**src/rtl/sram_arb_pkg.sv**
```systemverilog
// Shared widths and request bundle for the two-port SRAM arbiter.
// Widths default to the 256x32 macro with byte-lane write masks.
package sram_arb_pkg;

    localparam int SRAM_DW = 32;
    localparam int SRAM_AW = 8;
    localparam int SRAM_MW = SRAM_DW / 8;

    typedef logic port_id_t;

    typedef struct packed {
        logic               we;
        logic [SRAM_MW-1:0] wmask;
        logic [SRAM_AW-1:0] addr;
        logic [SRAM_DW-1:0] wdata;
    } req_t;

endpackage

```
**src/rtl/rr_arb2.sv**
```systemverilog
// Two-input round-robin arbiter; remembers the last granted port.
// Latency: grant is combinational from the valids, state updates on grant.
// Backpressure: none internally; the losing valid simply waits.
module rr_arb2
    import sram_arb_pkg::*;
(
    input  logic       clk,
    input  logic       rst_n,
    input  logic       valid0,
    input  logic       valid1,
    output logic [1:0] gnt,
    output logic       gnt_vld
);

    port_id_t last_grant_q;
    port_id_t win_id;

    always_comb begin
        win_id = 1'b0;
        if (valid0 && valid1) begin
            win_id = ~last_grant_q;
        end else if (valid1) begin
            win_id = 1'b1;
        end
        gnt_vld = valid0 | valid1;
        gnt     = 2'b00;
        if (gnt_vld) begin
            gnt = win_id ? 2'b10 : 2'b01;
        end
    end

    // Reset to port 1 so port 0 wins the first conflict.
    always_ff @(posedge clk or negedge rst_n) begin
        if (!rst_n) begin
            last_grant_q <= 1'b1;
        end else if (gnt_vld) begin
            last_grant_q <= win_id;
        end
    end

endmodule

```
**src/rtl/sram_arbiter_2p.sv**
```systemverilog
// Round-robin sequencer sharing one single-port SRAM macro between two clients.
// Latency: request reaches the macro combinationally; read data returns 1 cycle after accept.
// Backpressure: req_ready is the grant; responses have no backpressure.
module sram_arbiter_2p
    import sram_arb_pkg::*;
#(
    parameter int DATA_WIDTH  = SRAM_DW,
    parameter int ADDR_WIDTH  = SRAM_AW,
    parameter int WMASK_WIDTH = SRAM_MW
) (
    input  logic                   clk,
    input  logic                   rst_n,

    input  logic                   p0_req_valid,
    output logic                   p0_req_ready,
    input  logic                   p0_we,
    input  logic [WMASK_WIDTH-1:0] p0_wmask,
    input  logic [ADDR_WIDTH-1:0]  p0_addr,
    input  logic [DATA_WIDTH-1:0]  p0_wdata,
    output logic                   p0_rsp_valid,
    output logic [DATA_WIDTH-1:0]  p0_rdata,

    input  logic                   p1_req_valid,
    output logic                   p1_req_ready,
    input  logic                   p1_we,
    input  logic [WMASK_WIDTH-1:0] p1_wmask,
    input  logic [ADDR_WIDTH-1:0]  p1_addr,
    input  logic [DATA_WIDTH-1:0]  p1_wdata,
    output logic                   p1_rsp_valid,
    output logic [DATA_WIDTH-1:0]  p1_rdata,

    output logic                   sram_we,
    output logic [WMASK_WIDTH-1:0] sram_wmask,
    output logic [ADDR_WIDTH-1:0]  sram_addr,
    output logic [DATA_WIDTH-1:0]  sram_din,
    input  logic [DATA_WIDTH-1:0]  sram_dout
);

    req_t       p0_req;
    req_t       p1_req;
    req_t       win_req;
    logic [1:0] gnt;
    logic       gnt_vld;
    port_id_t   win_id;

    logic [ADDR_WIDTH-1:0] addr_q;
    logic [DATA_WIDTH-1:0] din_q;
    logic                  rsp_pend_q;
    port_id_t              rsp_port_q;

    assign p0_req = '{we: p0_we, wmask: p0_wmask, addr: p0_addr, wdata: p0_wdata};
    assign p1_req = '{we: p1_we, wmask: p1_wmask, addr: p1_addr, wdata: p1_wdata};

    rr_arb2 u_arb (
        .clk     (clk),
        .rst_n   (rst_n),
        .valid0  (p0_req_valid),
        .valid1  (p1_req_valid),
        .gnt     (gnt),
        .gnt_vld (gnt_vld)
    );

    assign win_id       = gnt[1];
    assign win_req      = win_id ? p1_req : p0_req;
    assign p0_req_ready = gnt[0];
    assign p1_req_ready = gnt[1];

    // Idle cycles replay the last address/data so the macro pins stay quiet.
    assign sram_we    = gnt_vld & win_req.we;
    assign sram_wmask = gnt_vld ? win_req.wmask : '0;
    assign sram_addr  = gnt_vld ? win_req.addr  : addr_q;
    assign sram_din   = gnt_vld ? win_req.wdata : din_q;

    always_ff @(posedge clk or negedge rst_n) begin
        if (!rst_n) begin
            addr_q     <= '0;
            din_q      <= '0;
            rsp_pend_q <= 1'b0;
            rsp_port_q <= 1'b0;
        end else begin
            rsp_pend_q <= gnt_vld & ~win_req.we;
            if (gnt_vld) begin
                addr_q     <= win_req.addr;
                din_q      <= win_req.wdata;
                rsp_port_q <= win_id;
            end
        end
    end

    assign p0_rsp_valid = rsp_pend_q && (rsp_port_q == 1'b0);
    assign p1_rsp_valid = rsp_pend_q && (rsp_port_q == 1'b1);
    assign p0_rdata     = sram_dout;
    assign p1_rdata     = sram_dout;

endmodule

```
**config.mk**
```make
export PLATFORM = sky130hd
export DESIGN_NAME = sram_arbiter_2p
export DESIGN_NICKNAME = d
export VERILOG_FILES = /design/src/rtl/sram_arb_pkg.sv /design/src/rtl/rr_arb2.sv /design/src/rtl/sram_arbiter_2p.sv
export SDC_FILE = /design/constraint.sdc
export NUM_CORES = 1
export LEC_CHECK = 0
export CAP_MARGIN = 20
export CORE_ASPECT_RATIO = 0.9
export CORE_MARGIN = 2
export CORE_UTILIZATION = 34
export DETAILED_ROUTE_END_ITERATION = 6
export GPL_TIMING_DRIVEN = 0
export PLACE_DENSITY = 0.88
export RECOVER_POWER = 50
export SLEW_MARGIN = 20
export SYNTH_ARGS = -nofsm -noshare
export SYNTH_HDL_FRONTEND = slang
export SYNTH_HIERARCHICAL = 1
export SYNTH_SLANG_ARGS = --single-unit
```
**constraint.sdc**
```tcl
create_clock -name clk -period 2.69 [get_ports clk]
set_input_delay 0.538 -clock clk [delete_from_list [all_inputs] [get_ports clk]]
set_output_delay 0.538 -clock clk [all_outputs]
set_load 0.005 [all_outputs]
```
# Word-level counts from Yosys, hierarchy flattened
# Cells that the tools add are included.
# word_totals
latchBits	0
out_inout_bits	113
romBits	0
ram_bits	0
inputBits	126
reg_bits	43
mem_count	0
wordCells	22
# classes
mux	8
bitwise_logic	6
n_div	0
n_mul	0
n_addsub	0
shifts	0
eq_ne	0
order_cmp	0
reduce_logical	3
# op_table
op	count
$mux W45	1
$mux W32	1
$mux W8	1
$mux W2	2
$mux W4	1
$logic_and A1 B1 Y1	3
$not A1 Y1	3
$and A1 B1 Y1	2
$mux W1	2
$or A1 B1 Y1	1

# Depth between registers and ports, before layout
# logic_depth
ltp_word	7
depth_mapped	5
depth_no_buf	3

# Cells and area by module
# Netlist, hierarchy kept.
# by_module_without_submodules
module	cells_per_inst	seq_area_each_um2	instances	area_each_um2
sram_arbiter_2p	255	1051.0	1	2529.9
rr_arb2	7	26.3	1	60.1

# Least setup slack after synthesis
# No wires, ideal clock.
# synth_timing
path_type	input to output
startpoint	input port p1_req_valid
endpoint	output port sram_addr[0]
slack_ns	0.659
path_stages	5
t_required_ns	2.152
arrival_time_ns	1.493
cell_sequence	a21boi_0 buf_6 buf_12 mux2i_1 a21oi_1
# synth_via
elab_chain_len	6
word_cells_on_any_way	8
# synth_lines
item	line_no	text
from (decl)	sram_arbiter_2p.sv:23	input logic p1_req_valid,
$mux W1 / $logic_and A1 B1 Y1 (equally long branches)	rr_arb2.sv:22, rr_arb2.sv:20	
$mux W1	rr_arb2.sv:20	if (valid0 && valid1) begin
$mux W2	rr_arb2.sv:28	gnt = win_id ? 2'b10 : 2'b01;
$mux W2	rr_arb2.sv:27	if (gnt_vld) begin
$mux W45	sram_arbiter_2p.sv:64	assign win_req = win_id ? p1_req : p0_req;
$mux W8 (*)	n/a	
to (decl)	sram_arbiter_2p.sv:34	output logic [ADDR_WIDTH-1:0] sram_addr,
# Every way passes the cells marked *; elsewhere a longest branch is shown, timed or not.

# Final worst setup path
# layout_timing
startpoint	register u_arb.last_grant_q
endpoint	output port sram_wmask[1]
# layout_via
elab_chain_len	6
# layout_lines
item	line_no	text
from (decl)	rr_arb2.sv:15	port_id_t last_grant_q;
from (signal assigned)	rr_arb2.sv:37	last_grant_q <= win_id;
$not A1 Y1	rr_arb2.sv:21	win_id = ~last_grant_q;
$mux W1	rr_arb2.sv:20	
$mux W2	rr_arb2.sv:28	
$mux W2	rr_arb2.sv:27	
$mux W45	sram_arbiter_2p.sv:64	
$mux W4	sram_arbiter_2p.sv:70	assign sram_wmask = gnt_vld ? win_req.wmask : '0;
to (decl)	sram_arbiter_2p.sv:33	output logic [WMASK_WIDTH-1:0] sram_wmask,
# No other way between the ends.

==> impl_results.md <==
* Post-synth top area cell: dfrtp_1
* Die area at 0.008333 mm2
* Final Cycle Share at 96.76%
* Mapped cell area at 0.002590 mm2
* Final non-filler cell area at 0.004974 mm2
* Routed WL per cell at 13.48 um
* Die H at 86.80 um
* Area contributors post-synth: dfrtp_1, buf_4, mux2i_1
* Count of state elements after synthesis at 43
* Clk sinks at 43
* Most frequent cells in the layout: clkdlybuf4s50_1, buf_4, mux2i_1
* Initial DRC count at 62
* Via total after detailed routing at 2541
* Reg2Reg Setup Slack at 1170 ps
* Clk_skew at 5.288 ps
* Io pins at 239
* Final Wtd Congestion at 0.7552
* FMAX at 384.2 MHz
* Mean Syn Cell Area at 9.885 um2
* Vias in the first global route at 2593
* Clk slew on worst S/H paths at 80 ps
* Sequential element share of the synthesized area at 41.59%
* RSZ-0062 raised after global routing: no
* Leak Pwr at 2.202 nW
* Post-synth top area share at 40.58%
* Post-layout net count at 609
* Row count at 30
* Drc violations at 0
* Startpoint types: flip-flop
* Fin crit period at 2603 ps
* YS warnings at 6
* VDD IR-drop max at 0.0002412 V
* Placed Area at 0.004795 mm2
* Core area at 0.007470 mm2
* Final core utilization at 66.58%
* CTS H-Tree Depth at 2
* GRT overflow at 0
* Worst-Skew Late Latency at 290 ps
* Antenna cells at 0
* Required @ worst endpoint at 2150 ps
* Syn_nets at 388
* Initial Util at 34.67%
* Slew Viols, Final at 0
* Worst-path fanout max at 7
* Final setup fails at 0
* CTS buffer count at 5
* P&R area growth vs syn at 92.03%
* Via density at 4.389
* Outcome: completed
* Clk buf depth at 2
* PortBufs at 206
* Worst rel slew slack at 20.28%
* # Max-Cap Violations at 0
* Routed WL at 7806 um
* GRT Resource Usage Total at 18.20%
* Crit Path Category: reg -> out
* Final worst setup slack at 87.08 ps
* Initial DRT Pass Iterations at 4
* Worst hold path type: in -> async
* Clock root buffer master: clkbuf_8
* Share of cells above drive strength 1 at 24.02%
* PD cells at 376.3 mW/mm2
* First-pass GRT wire length at 11830 um
* Capturing point of the worst reg2reg path: din_q[29]
* R2R Path Start: u_arb/last_grant_q
* Final hold viol count at 0
* Largest net degree at the start of global routing at 24
* CTS tree: yes
* Cell count after synthesis at 262
* Reg2Reg Depth at 6
* Synth cell types at 17
* Crit path capture type: output port
* Power, Total at 1.871 mW
* Detailed placement HPWL at 6363 um
* Die span in x at 96 um
* Crit path DAT at 2060 ps
* Worst slew pin tran at 1196 ps
* Commonest non-fill, non-tap cell in the layout: clkdlybuf4s50_1
* Initial antenna violation count at 0
* DP Worst Slack at -491.5 ps
* Post-route antenna net violation count at 0
[critical path, cell delays in order (launching register included)]
cell and delay [ps]:
dfstp_1 610, a21boi_4 80, buf_6 140, buf_4 160, mux2i_1 110, nor2b_1 140, clkdlybuf4s50_1 550
[timing repair]
action	CTS	global route
hold buffers	0	0
gates resized for setup	76	2
endpoints found under the setup margin	45	5
setup buffers	3	4
[area by class of cell]
type / instances / area (um2)
plain buffers: 79 / 641.9
clock buffers: 6 / 82.58
clock inverters: 1 / 5.005
fillers: 611 / 2496
inverters: 1 / 3.754
multi-input cells: 139 / 982.2
flip-flops and latches: 43 / 1077
well taps: 96 / 120.1
repair buffers: 214 / 2061
[per-stage QoR]
stage	std cells	TNS, ps	hold slack, ps
after global routing	579	0	527.3
after global placement	564	-18480	504.0
after floorplan	262	0	242.4
after detailed placement	565	-19170	522.4
after CTS	575	0	224.2
final	579	0	422.7
[worst max-delay path by stage]
| stage | from | slack (ps) | depth (start not counted) | endpoint |
|---|---|---|---|---|
| 5_1_grt | p0_req_valid | 2 | 7 | sram_wmask[0] |
| 6_report | u_arb/last_grant_q | 90 | 6 | sram_wmask[1] |
| 2_1_floorplan | p1_req_valid | 660 | 5 | sram_addr[0] |
| 4_1_cts | p1_req_valid | 30 | 7 | sram_wmask[1] |
| 3_3_place_gp | p1_req_valid | -470 | 7 | sram_din[16] |
| 3_5_place_dp | p1_req_valid | -490 | 7 | sram_din[20] |
[logic make-up after synthesis]
kind of cell           Yosys count  synth area share [%]
and+or+nand+nor                 50                 8.116
AOI/OAI and AO/OA               43                 8.503
muxes                           46                 17.83
buffers and inverters           80                 23.96
DFF                             43                 41.59
[metal layers]
layer / GRT usage [%] / wire, um / part of all wire (%) / vias up
met2: 32.89 / 4131 / 53 / 118
li1: - / - / - / 1240
met5: 0 / 0 / 0 / -
met4: 4.935 / 85 / 1.1 / 0
met1: 20.85 / 2903 / 37 / 1174
met3: 5.130 / 685 / 8.8 / 9
[flip-flops by register name, summed over array words and instances (netlist names)]
register,count
u_arb/last_grant_q,1
rsp_port_q,1
addr_q,8
rsp_pend_q,1
din_q,32
[cells in the mapped netlist]
cell / count
buf_6: 1
a21oi_1: 41
nor2_1: 41
dfstp_2: 1
buf_4: 64
inv_1: 1
mux2_2: 1
nor2b_1: 6
a21boi_1: 1
dfrtp_1: 42
or2_1: 1
mux2i_1: 45
a21boi_0: 1
buf_2: 6
buf_12: 4
clkbuf_1: 4
and2_1: 2
[power breakdown]
part | total, mW | switching, mW | internal (mW)
Sequential | 0.742 | 0.0225 | 0.720
Clock | 0.405 | 0.204 | 0.201
Combinational | 0.724 | 0.252 | 0.471
Note: power is estimated with default switching activity, not from simulation.
